$ cat src/rtl/microstep_phase_sequencer_pkg.sv
// Shared types and constants for the microstep phase sequencer.
// Latency: n/a (declarations only).
// Backpressure: n/a.
package microstep_phase_sequencer_pkg;

    // Sequencer FSM: one LUT pass per coil, then a scaling cycle.
    typedef enum logic [1:0] {
        IDLE   = 2'd0,
        LOOK_A = 2'd1,
        LOOK_B = 2'd2,
        SCALE  = 2'd3
    } state_t;

    localparam int PHASE_W = 8;   // electrical phase, 256 steps per cycle
    localparam int IDX_W   = 6;   // quarter-wave LUT index
    localparam logic [2:0] MAX_SHIFT = 3'd6;  // full step = 64 phase units

    // Phase increment for a given microstep shift, clamped at a full step.
    function automatic logic [PHASE_W-1:0] phase_inc(input logic [2:0] shift);
        logic [2:0] s;
        s = (shift > MAX_SHIFT) ? MAX_SHIFT : shift;
        return {{(PHASE_W-1){1'b0}}, 1'b1} << s;
    endfunction

endpackage

$ cat src/rtl/microstep_phase_sequencer_cosine.sv
// Quarter-wave cosine table: o_val = round(255*cos(i_idx*pi/128)).
// Latency: combinational.
// Backpressure: none.
// Ports: i_idx (6-bit table index), o_val (8-bit unsigned magnitude).
module cosine
    import microstep_phase_sequencer_pkg::*;
(
    input  logic [IDX_W-1:0] i_idx,
    output logic [7:0]       o_val
);

    localparam logic [7:0] LUT [64] = '{
        8'd255, 8'd255, 8'd255, 8'd254, 8'd254, 8'd253, 8'd252, 8'd251,
        8'd250, 8'd249, 8'd247, 8'd246, 8'd244, 8'd242, 8'd240, 8'd238,
        8'd236, 8'd233, 8'd231, 8'd228, 8'd225, 8'd222, 8'd219, 8'd215,
        8'd212, 8'd208, 8'd205, 8'd201, 8'd197, 8'd193, 8'd189, 8'd185,
        8'd180, 8'd176, 8'd171, 8'd167, 8'd162, 8'd157, 8'd152, 8'd147,
        8'd142, 8'd136, 8'd131, 8'd126, 8'd120, 8'd115, 8'd109, 8'd103,
        8'd98,  8'd92,  8'd86,  8'd80,  8'd74,  8'd68,  8'd62,  8'd56,
        8'd50,  8'd44,  8'd37,  8'd31,  8'd25,  8'd19,  8'd13,  8'd6
    };

    assign o_val = LUT[i_idx];

endmodule

$ cat src/rtl/microstep_phase_sequencer.sv
// Two-phase stepper microstep sequencer: phase accumulator, quadrant fold, shared cosine LUT, current scaling.
// Latency: step sampled in IDLE (cycle 0) -> valid strobe with new magnitudes in cycle 4.
// Backpressure: none; one step is buffered while busy, a further step is dropped and sets sticky overrun.
module microstep_phase_sequencer
    import microstep_phase_sequencer_pkg::*;
#(
    parameter logic [23:0] HOLD_CYCLES = 24'd1_000_000
)
(
    input  logic       CLK,
    input  logic       reset,
    input  logic       step,
    input  logic       dir,
    input  logic [2:0] step_shift,
    input  logic [7:0] current,
`ifdef MICROSTEP_HOLD_EN
    input  logic [7:0] hold_current,
`endif
    output logic [7:0] a_mag,
    output logic [7:0] b_mag,
    output logic       a_neg,
    output logic       b_neg,
    output logic       valid,
    output logic       busy,
    output logic       overrun
);

    state_t             r_state, w_state_nxt;
    logic [PHASE_W-1:0] r_phase, w_phase_nxt;
    logic               r_pending, r_pend_dir;
    logic [2:0]         r_pend_shift;
    logic [7:0]         r_a_raw, r_b_raw, r_a_mag, r_b_mag;
    logic               r_a_neg, r_b_neg, r_valid, r_overrun;

    logic               w_req, w_start, w_hold_go, w_use_dir, w_busy;
    logic [2:0]         w_use_shift;
    logic [IDX_W-1:0]   w_i, w_idx_a, w_idx_b, w_lut_idx;
    logic [7:0]         w_lut_val, w_scale, w_a_scaled, w_b_scaled;

    // A buffered request is always older than a live one, so it is served first.
    assign w_req       = step | r_pending;
    assign w_use_dir   = r_pending ? r_pend_dir   : dir;
    assign w_use_shift = r_pending ? r_pend_shift : step_shift;
    assign w_phase_nxt = w_use_dir ? (r_phase + phase_inc(w_use_shift))
                                   : (r_phase - phase_inc(w_use_shift));

    // Quadrant fold: odd quadrants mirror the index. Coil B follows cosine,
    // coil A follows sine, i.e. the mirrored index of coil B.
    assign w_i     = r_phase[IDX_W-1:0];
    assign w_idx_b = r_phase[PHASE_W-2] ? ~w_i : w_i;
    assign w_idx_a = r_phase[PHASE_W-2] ? w_i  : ~w_i;

    cosine u_cosine (
        .i_idx (w_lut_idx),
        .o_val (w_lut_val)
    );

`ifdef MICROSTEP_HOLD_EN
    logic [23:0] r_idle_cnt;
    logic        r_holding, r_hold_seq;

    // Hold sequence fires once per idle stretch; a step re-arms it.
    assign w_hold_go = (r_state == IDLE) && !w_req && !r_holding && (r_idle_cnt == HOLD_CYCLES);
    assign w_scale   = r_hold_seq ? hold_current : current;

    always_ff @(posedge CLK or posedge reset) begin
        if (reset) begin
            r_idle_cnt <= '0;
            r_holding  <= 1'b0;
            r_hold_seq <= 1'b0;
        end else if (r_state == IDLE) begin
            if (w_req) begin
                r_idle_cnt <= '0;
                r_holding  <= 1'b0;
                r_hold_seq <= 1'b0;
            end else if (w_hold_go) begin
                r_hold_seq <= 1'b1;
            end else if (r_idle_cnt != HOLD_CYCLES) begin
                r_idle_cnt <= r_idle_cnt + 24'd1;
            end
        end else if (r_state == SCALE && r_hold_seq) begin
            r_holding  <= 1'b1;
            r_hold_seq <= 1'b0;
        end
    end
`else
    assign w_hold_go = 1'b0;
    assign w_scale   = current;
`endif

    assign w_start = w_req | w_hold_go;

    // Upper byte of the 16-bit product.
    assign w_a_scaled = 8'((16'(r_a_raw) * 16'(w_scale)) >> 8);
    assign w_b_scaled = 8'((16'(r_b_raw) * 16'(w_scale)) >> 8);

    // FSM state register
    always_ff @(posedge CLK or posedge reset) begin
        if (reset) r_state <= IDLE;
        else       r_state <= w_state_nxt;
    end

    // FSM next state
    always_comb begin
        w_state_nxt = r_state;
        case (r_state)
            IDLE:    if (w_start) w_state_nxt = LOOK_A;
            LOOK_A:  w_state_nxt = LOOK_B;
            LOOK_B:  w_state_nxt = SCALE;
            SCALE:   w_state_nxt = IDLE;
            default: w_state_nxt = IDLE;
        endcase
    end

    // FSM outputs: busy flag and LUT index mux
    always_comb begin
        w_busy    = 1'b0;
        w_lut_idx = w_idx_b;
        case (r_state)
            LOOK_A: begin
                w_busy    = 1'b1;
                w_lut_idx = w_idx_a;
            end
            LOOK_B, SCALE: w_busy = 1'b1;
            default: ;
        endcase
    end

    // Datapath
    always_ff @(posedge CLK or posedge reset) begin
        if (reset) begin
            r_phase      <= '0;
            r_pending    <= 1'b0;
            r_pend_dir   <= 1'b0;
            r_pend_shift <= 3'd0;
            r_a_raw      <= 8'd0;
            r_b_raw      <= 8'd0;
            r_a_mag      <= 8'd0;
            r_b_mag      <= 8'd0;
            r_a_neg      <= 1'b0;
            r_b_neg      <= 1'b0;
            r_valid      <= 1'b0;
            r_overrun    <= 1'b0;
        end else begin
            r_valid <= 1'b0;
            case (r_state)
                IDLE: begin
                    if (w_req) begin
                        r_phase <= w_phase_nxt;
                        // Pending served now; a simultaneous live step takes its slot.
                        r_pending <= r_pending & step;
                        if (r_pending && step) begin
                            r_pend_dir   <= dir;
                            r_pend_shift <= step_shift;
                        end
                    end
                end
                LOOK_A: r_a_raw <= w_lut_val;
                LOOK_B: r_b_raw <= w_lut_val;
                SCALE: begin
                    r_a_mag <= w_a_scaled;
                    r_b_mag <= w_b_scaled;
                    r_a_neg <= r_phase[PHASE_W-1];
                    r_b_neg <= r_phase[PHASE_W-1] ^ r_phase[PHASE_W-2];
                    r_valid <= 1'b1;
                end
                default: ;
            endcase

            if (r_state != IDLE && step) begin
                if (!r_pending) begin
                    r_pending    <= 1'b1;
                    r_pend_dir   <= dir;
                    r_pend_shift <= step_shift;
                end else begin
                    r_overrun <= 1'b1;
                end
            end
        end
    end

    assign a_mag   = r_a_mag;
    assign b_mag   = r_b_mag;
    assign a_neg   = r_a_neg;
    assign b_neg   = r_b_neg;
    assign valid   = r_valid;
    assign busy    = w_busy;
    assign overrun = r_overrun;

endmodule
$ cat config.mk
export PLATFORM = sky130hd
export DESIGN_NAME = microstep_phase_sequencer
export DESIGN_NICKNAME = d
export VERILOG_FILES = /design/src/rtl/microstep_phase_sequencer_pkg.sv /design/src/rtl/microstep_phase_sequencer_cosine.sv /design/src/rtl/microstep_phase_sequencer.sv
export SDC_FILE = /design/constraint.sdc
export NUM_CORES = 1
export LEC_CHECK = 0
export ABC_AREA = 1
export CAP_MARGIN = 25
export CORE_MARGIN = 1
export CORE_UTILIZATION = 40
export DETAILED_ROUTE_END_ITERATION = 8
export GPL_ROUTABILITY_DRIVEN = 0
export SETUP_SLACK_MARGIN = 0.02
export SLEW_MARGIN = 20
export SYNTH_ARGS = -nofsm -noshare
export SYNTH_HDL_FRONTEND = slang
export SYNTH_SLANG_ARGS = --single-unit
$ cat constraint.sdc
create_clock -name CLK -period 4.7 [get_ports CLK]
set_input_delay 0.705 -clock CLK [delete_from_list [all_inputs] [get_ports CLK]]
set_output_delay 0.705 -clock CLK [all_outputs]
set_load 0.02 [all_outputs]
; ---- Yosys cells after proc, flatten, opt, wreduce, memory -nomap -nowiden
; Memory sizes are Yosys's and may differ from the RTL's.
; Index checks and enable logic that the tools add are counted.
; W data, S select, Z words.
[totals]
ff_bits = 51
latchBits = 0
ram_bits = 0
rom_bits = 512
output_inout_bits = 21
word_cells = 64
mem_count = 1
[memory_table]
columns = memory, words, width, read_ports, rd_clocked_by_memory_dff, write_ports, line_no
row1 = (name not given), 64, 8, 1, 0, 0, microstep_phase_sequencer_cosine.sv:23  ; assign o_val = LUT[i_idx];
[classes]
n_addsub = 2
multipliers = 2
div = 0
order_cmp = 2
n_eq_ne = 4
shifts = 1
mux = 27
bitwise_logic = 5
reduce_logical = 7
[op_table]
columns = cell, n
row1 = $mul A8 B8 Y16, 2
row2 = $mux W8, 3
row3 = $mux W3, 7
row4 = $mux W6, 3
row5 = $mux W1, 12
row6 = $add A8 B8 Y8, 1
row7 = $pmux W2 S4, 1
row8 = $shl A1 B3 Y8 const A, 1
row9 = $sub A8 B8 Y8, 1
row10 = $ge A7 B7 Y1 const B, 1
row11 = $not A6 Y7, 1
row12 = $not A6 Y6, 1
row13 = $eq A2 B2 Y1 const B, 2
row14 = $reduce_and A2 Y1, 2
row15 = $gt A3 B3 Y1 const B, 1
row16 = $reduce_or A3 Y1, 1
row17 = $eq A2 B1 Y1 const B, 1
row18 = $logic_and A1 B1 Y1, 2
row19 = $logic_not A2 Y1, 1
row20 = $mux W2, 1
row21 = $ne A2 B2 Y1 const B, 1
row22 = $reduce_bool A2 Y1, 1
row23 = $and A1 B1 Y1, 1
row24 = $or A1 B1 Y1, 1
row25 = $xor A1 B1 Y1, 1

; ---- Logic depth before layout (Yosys ltp)
; Gate-level depths: netlist of run 1.
[logic_depth]
depth_word = 7
ltp_mapped = 22
mapped_depth_nobuf = 20

; ---- Hierarchy
; From an unflattened synthesis of run 1, not the netlist that was laid out.
[unflattened]
hier_cells = 1084
hier_area_um2 = 7549.7
[by_module_without_submodules]
columns = module, instances, cells_per_inst, area_each_um2, seq_area_each_um2
row1 = microstep_phase_sequencer, 1, 948, 6874.1, 1276.2
row2 = cosine, 1, 136, 675.6, 0.0

; ---- Worst setup path after synthesis of run 1
; No wires, ideal clock.
[synth_timing]
path_type = in2reg
startpoint = input current[6]
endpoint = register r_a_mag[4], in the netlist a_mag[4]
setup_ps = 118
t_arrival_ps = 4407
t_required_ps = 4582
path_slack_ps = 175
stages = 19
n_path_buf = 2
cell_sequence = clkbuf_1 > clkbuf_1 > nand2_1 > inv_1 > fa_1 > fa_1 > fa_1 > inv_1 > fa_1 > inv_1 > ha_1 > nand2_1 > nor2_1 > nand4_1 > nand3b_1 > nand3_1 > nand2_1 > nand3_1 > nand2_1
[synth_via]
elab_chain_cells = 1
[synth_lines]
columns = item, line_no
row1 = start: declaration, microstep_phase_sequencer.sv:15  ; input logic [7:0] current,
row2 = $mul A8 B8 Y16, microstep_phase_sequencer.sv:94  ; assign w_a_scaled = 8'((16'(r_a_raw) * 16'(w_scale)) >> 8);
row3 = end signal: assignment, microstep_phase_sequencer.sv:161  ; r_a_mag <= w_a_scaled;
row4 = end: declaration, microstep_phase_sequencer.sv:32  ; logic [7:0] r_a_raw, r_b_raw, r_a_mag, r_b_mag;
; Every way passes these cells.
; A chain may end at the register's enable or synchronous reset.

; ---- Final worst setup path of run 1
[layout_timing]
startpoint = input current[5]
endpoint = register r_b_mag[7], in the netlist b_mag[7]
[layout_via]
elab_chain_cells = 1
[layout_lines]
columns = item, line_no
row1 = $mul A8 B8 Y16, microstep_phase_sequencer.sv:95  ; assign w_b_scaled = 8'((16'(r_b_raw) * 16'(w_scale)) >> 8);
row2 = end signal: assignment, microstep_phase_sequencer.sv:162  ; r_b_mag <= w_b_scaled;
row3 = end: declaration, microstep_phase_sequencer.sv:32
; Every way passes these cells.

==> run summary, run 1 <==
Syn Inst Count: 1091
root buf cell: clkbuf_16
ant diodes: 0
final hold violation count: 0
Worst Hold Path Cells: 1
critical path type: in2reg
I/O pins: 36
CP dominant cell by count: nand2_1
Slew Viols, Final: 0
R2R cell count: 17
Critical Path Source Type: input port
initial antenna violation count: 0
final number of setup-violating endpoints: 0
unrepaired setup endpoints after global routing: yes
Worst slew margin: 36.3%
Worst setup EP type: flop
Hold EP: overrun
Worst Hold Class: reg2reg
Unique masters post-synth: 35
Core ar.: 18300 um^2
Pre-antenna DRT Iters: 5
outcome: finished clean
Worst path top cell family by delay: adder cells
Die W: 140 um
Worst Skew: 0.0114 ns
routed via count: 6626
Layout Nets: 1309
clock buffer depth: 2
CP max FO: 8
Yosys warning total: 0
post-route antenna net violation count: 0
CTS tree: done
clock-pin slew of the registers on the worst-case setup and hold paths: 0.08 ns
Tmin final: 4.51 ns
GRT Overall Usage: 19.0%
starting density of the core: 41.4%
Routed WL: 17400 um
number of buffers created by CTS: 5
commonest non-fill, non-tap cell in the layout: nand2_1
CTS HTree Levels: 2
most frequently used flop master after synthesis: dfrtp_1
Yosys reg bits: 51
asr flop ratio synth: 100%
chip height: 140 um
Mapped Area: 7570 um^2
Syn Nets: 1262
vias per cell: 4.84
Post-Syn Area per Cell: 6.93 um^2
vias in the first global route: 6480
layout cells sized above 1: 7.64%
die area: 19500 um^2
row cnt: 49
first-pass GRT wire length: 30400 um
# DRC: 0
largest net degree at the start of global routing: 30
crit-path max cell delay: 0.54 ns
Starting DRT DRC Count: 362
max-cap viol count: 0
Fmax achieved: 222 MHz
Buf/Inv on CP: 7
fin crit share: 96.0%
Crit-path slowest cell: fa_1
Critical Path RT: 4.90 ns
R2R Path Start: r_a_raw[2]
number of I/O port buffers: 35
Arr. time, crit path: 4.71 ns
register area share after synthesis: 16.9%
Sinks on Clock Net: 51
average wire per standard cell: 12.7 um
hold path startpoint: overrun
most frequent cells in the layout: 350 x nand2_1, 235 x inv_1, 90 x nand3_1, 81 x ha_1, 71 x fa_1
r2r setup slk: 0.62 ns
Post-synth EDFFs: 0
gr ovfl total: 0
r2r endpoint: a_mag[4]
Synth-to-Final Area Change: 13.8%
worst-path cell chain: clkdlybuf4s50_1, buf_6, buf_12, nand2_1, fa_1, fa_1, inv_1, fa_1, inv_1, fa_1, inv_1, ha_4, buf_4, nand2_1, nor2_1, and2_1, nand2_1, nand2_1, nand2_1, nand3_1, nand2_1
Slew @ Worst Pin: 0.956 ns
Total Neg Setup Slack: 0 ns
DP Wirelength: 14200 um
latest clock arrival within the worst-skew pair: 0.31 ns
layout make-up:
type / instances / area [um^2]
clock inverters: 3 / 27.5
multi-input cells: 758 / 5260
flip-flops and latches: 51 / 1280
repair buffers: 81 / 729
well taps: 229 / 287
clock buffers: 5 / 125
fillers: 1899 / 9660
inverters: 241 / 905
worst reg2reg max path, cell delays in order (launching register included):
cell and delay [ns]:
dfrtp_1 0.53, nand2_1 0.13, inv_1 0.06, fa_1 0.57, fa_1 0.46, fa_1 0.54, inv_1 0.05, fa_1 0.53
inv_1 0.06, ha_4 0.28, nand2_1 0.09, nor2_2 0.15, nand4_1 0.08, nand3b_1 0.19, nand3_1 0.08, nand2_1 0.05
nand3_1 0.06, nand2_1 0.06
synth_stat cells, drive strengths merged, types with 8 or more instances:
master,n,area [um^2]
dfrtp,51,1280
fa,71,1420
a21oi,27,139
a31oi,11,68.8
nand4,9,56.3
nand2,362,1400
o21bai,8,60.1
o21ai,33,165
ha,85,1060
inv,240,901
nand3,93,475
buf,10,72.6
nor2,31,116
clkbuf,31,118
repair_timing:
action | 4_1_cts | 5_1_grt
hold buffers | 0 | 0
gates resized for setup | 0 | 18
endpoints found under the setup margin | 0 | 13
setup buffers | 0 | 2
routing by layer:
layer / up-vias / part of all wire (%) / global-route usage [%]
li1: 3400 / - / -
met2: 121 / 48 / 32.3
met1: 3096 / 48 / 26.4
met4: 0 / 0.90 / 3.88
met3: 9 / 3.3 / 1.93
met5: - / 0 / 0
cell families after synthesis:
kind of cell	after synthesis	share of synthesized area [%]
AO/OA/AOI/OAI	84	6.25
XOR/XNOR	10	1.41
adder cells (fa/ha/maj)	156	32.8
buffers and inverters	282	14.5
flip-flops	51	16.9
AND/OR/NAND/NOR	508	28.2
state kept, by name, summed over array words and instances, names as in the netlist:
name	cells
b_neg	1
a_mag	8
r_b_raw	8
b_mag	8
r_pending	1
r_a_raw	8
r_phase	8
r_state	2
valid	1
overrun	1
r_pend_shift	3
a_neg	1
r_pend_dir	1
worst max-delay path by stage:
stage	startpoint	depth (start not counted)	endpoint	slack (ns)
global placement	current[3]	19	b_mag[4]	-0.21
detailed placement	current[6]	18	b_mag[6]	-0.27
floorplan	current[6]	19	a_mag[4]	0.18
CTS	current[6]	18	b_mag[6]	0.06
finish	current[5]	21	b_mag[7]	0.19
global route	current[6]	21	b_mag[4]	0.0006
stage by stage:
stage / hold slack (ns) / area (um^2) / setup WS [ns] / util [%] / instances
floorplan: 0.501 / 7570 / 0.175 / - / 1091
global route: 0.516 / 8610 / 0.000578 / 47.1 / 1368
detailed placement: 0.463 / 8360 / -0.268 / 45.7 / 1358
CTS: 0.483 / 8510 / 0.0564 / 46.6 / 1366
finish: 0.477 / 8610 / 0.186 / 47.1 / 1368
global placement: 0.461 / 8360 / -0.208 / 45.7 / 1358
Power of run 1 is left out: the tool's default activity adds up to more than one toggle a clock period on the data nets, which glitch-free logic cannot reach.
==> inputs of run 2 (changes only) <==
- CELL_PAD_IN_SITES_DETAIL_PLACEMENT: default -> 0
- CELL_PAD_IN_SITES_GLOBAL_PLACEMENT: default -> 1
- CORE_MARGIN: 1 -> default
- PLACE_DENSITY_LB_ADDON: default -> 0.1
==> run summary, run 2 (same netlist as run 1, synthesis figures left out) <==
Core ar.: 18300 um^2
Worst Skew: 0.00654 ns
Placed Cells incl. Taps: 1363
Fmax achieved: 224 MHz
final hold violation count: 0
post-route antenna net violation count: 0
R2R cell count: 17
area of placed instances: 8410 um^2
Worst Hold Path Cells: 1
Critical Path RT: 4.91 ns
Critical Path Source Type: input port
chip height: 140 um
Crit-path slowest cell: fa_1
CTS Hold Buffers Added: 0
Tmin final: 4.46 ns
Starting DRT DRC Count: 335
latest clock arrival within the worst-skew pair: 0.31 ns
I/O pins: 36
DP Wirelength: 14600 um
r2r setup slk: 0.67 ns
Worst path top cell family by delay: adder cells
fin crit share: 94.9%
first-pass GRT wire length: 32000 um
max-cap viol count: 0
Worst slew margin: 53.1%
layout cells sized above 1: 8.41%
GRT Overall Usage: 20.3%
clock buffer depth: 2
Sinks on Clock Net: 51
unrepaired setup endpoints after global routing: no
Worst Hold Class: reg2reg
Finished Layout Cells: 1371
CP dominant cell by count: nand2_1
final number of setup-violating endpoints: 0
WP depth: 20
Slew Viols, Final: 0
Hold EP: overrun
worst-path cell chain: clkdlybuf4s50_1, buf_4, buf_4, buf_4, nand2_1, fa_1, inv_1, fa_1, fa_1, ha_1, ha_1, inv_1, o21ai_0, nand3_1, nand2_1, a21oi_1, nand2_1, nand2_1, nand3_1, nand2_1
critical path type: in2reg
Die W: 140 um
Worst setup EP type: flop
most frequent cells in the layout: 351 x nand2_1, 233 x inv_1, 91 x nand3_1, 81 x ha_1, 71 x fa_1
root buf cell: clkbuf_16
routed via count: 6632
Total Neg Setup Slack: 0 ns
initial antenna violation count: 0
number of I/O port buffers: 35
Arr. time, crit path: 4.67 ns
die area: 19500 um^2
Layout Nets: 1312
gr ovfl total: 0
crit-path max cell delay: 0.55 ns
r2r endpoint: a_mag[4]
Buf/Inv on CP: 6
vias per cell: 4.84
hold path startpoint: overrun
largest net degree at the start of global routing: 52
outcome: finished clean
ant diodes: 0
starting density of the core: 41.4%
final core occ: 47.4%
Pre-antenna DRT Iters: 7
vias in the first global route: 6561
R2R Path Start: r_a_raw[4]
CTS HTree Levels: 2
post-route cell area: 8660 um^2
clock-pin slew of the registers on the worst-case setup and hold paths: 0.08 ns
number of buffers created by CTS: 5
average wire per standard cell: 13.3 um
CTS tree: done
commonest non-fill, non-tap cell in the layout: nand2_1
Routed WL: 18200 um
# DRC: 0
Synth-to-Final Area Change: 14.4%
CP max FO: 6
row cnt: 49
Slew @ Worst Pin: 0.701 ns
## run 2: timing repair
action                                  CTS  global route
setup buffers                             0             0
endpoints found under the setup margin    0            14
resized for setup                         0            22
## run 2: through the flow
| stage | hold WS, ns | setup slack, ns |
|---|---|---|
| global route | 0.498 | 0.0101 |
| finish | 0.482 | 0.242 |
| detailed placement | 0.462 | -0.217 |
| floorplan | 0.501 | 0.175 |
| CTS | 0.486 | 0.115 |
| global placement | 0.462 | -0.216 |
## run 2: worst max path at each step
stage / start / slack, ns / endpoint
2_1_floorplan: current[6] / 0.18 / a_mag[4]
3_3_place_gp: current[7] / -0.22 / b_mag[4]
3_5_place_dp: current[6] / -0.22 / b_mag[6]
4_1_cts: current[7] / 0.12 / b_mag[4]
5_1_grt: current[2] / 0.01 / a_mag[4]
6_report: current[5] / 0.24 / b_mag[6]
## run 2: per-layer routing
| metal | routed length [um] | global-route usage, % | part of all wire, % | vias up |
|---|---|---|---|---|
| met5 | 0 | 0 | 0 | - |
| met4 | 241 | 3.99 | 1.3 | 0 |
| met3 | 442 | 2.13 | 2.4 | 15 |
| met2 | 8470 | 34.3 | 46 | 87 |
| met1 | 9080 | 28.3 | 50 | 3119 |
| li1 | - | - | - | 3411 |
## run 2: cell type report
class | instances | area, um^2
Fill cell | 1903 | 9610
Multi-Input combinational cell | 758 | 5280
Sequential cell | 51 | 1280
Inverter | 241 | 905
Timing Repair Buffer | 84 | 757
Tap cell | 229 | 287
Clock buffer | 5 | 125
Clock inverter | 3 | 33.8
## run 2: worst register-to-register path: stages (launching register included)
cell and delay (ns):
dfrtp_1 0.53, nand2_1 0.13, inv_1 0.06, fa_1 0.56
fa_1 0.45, fa_1 0.55, inv_1 0.06, fa_1 0.53
inv_1 0.06, ha_4 0.28, nand2_1 0.08, nor2_2 0.12
nand4_1 0.08, nand3b_1 0.19, nand3_1 0.09, nand2_1 0.05
nand3_1 0.06, nand2_1 0.05
Power of run 2 is left out for the same reason.
==> inputs of run 3 (changes only) <==
--- a/config.mk
+++ b/config.mk
@@ -8,3 +8,2 @@
 export ABC_AREA = 1
-export CAP_MARGIN = 25
 export CELL_PAD_IN_SITES_DETAIL_PLACEMENT = 0
--- a/constraint.sdc
+++ b/constraint.sdc
@@ -3,2 +3,2 @@
 set_output_delay 0.705 -clock CLK [all_outputs]
-set_load 0.02 [all_outputs]
+set_load 0.1 [all_outputs]
==> results of run 3 <==
The final DEF is identical to that of run 2. Status: finished clean.
Power of run 3 is left out for the same reason.
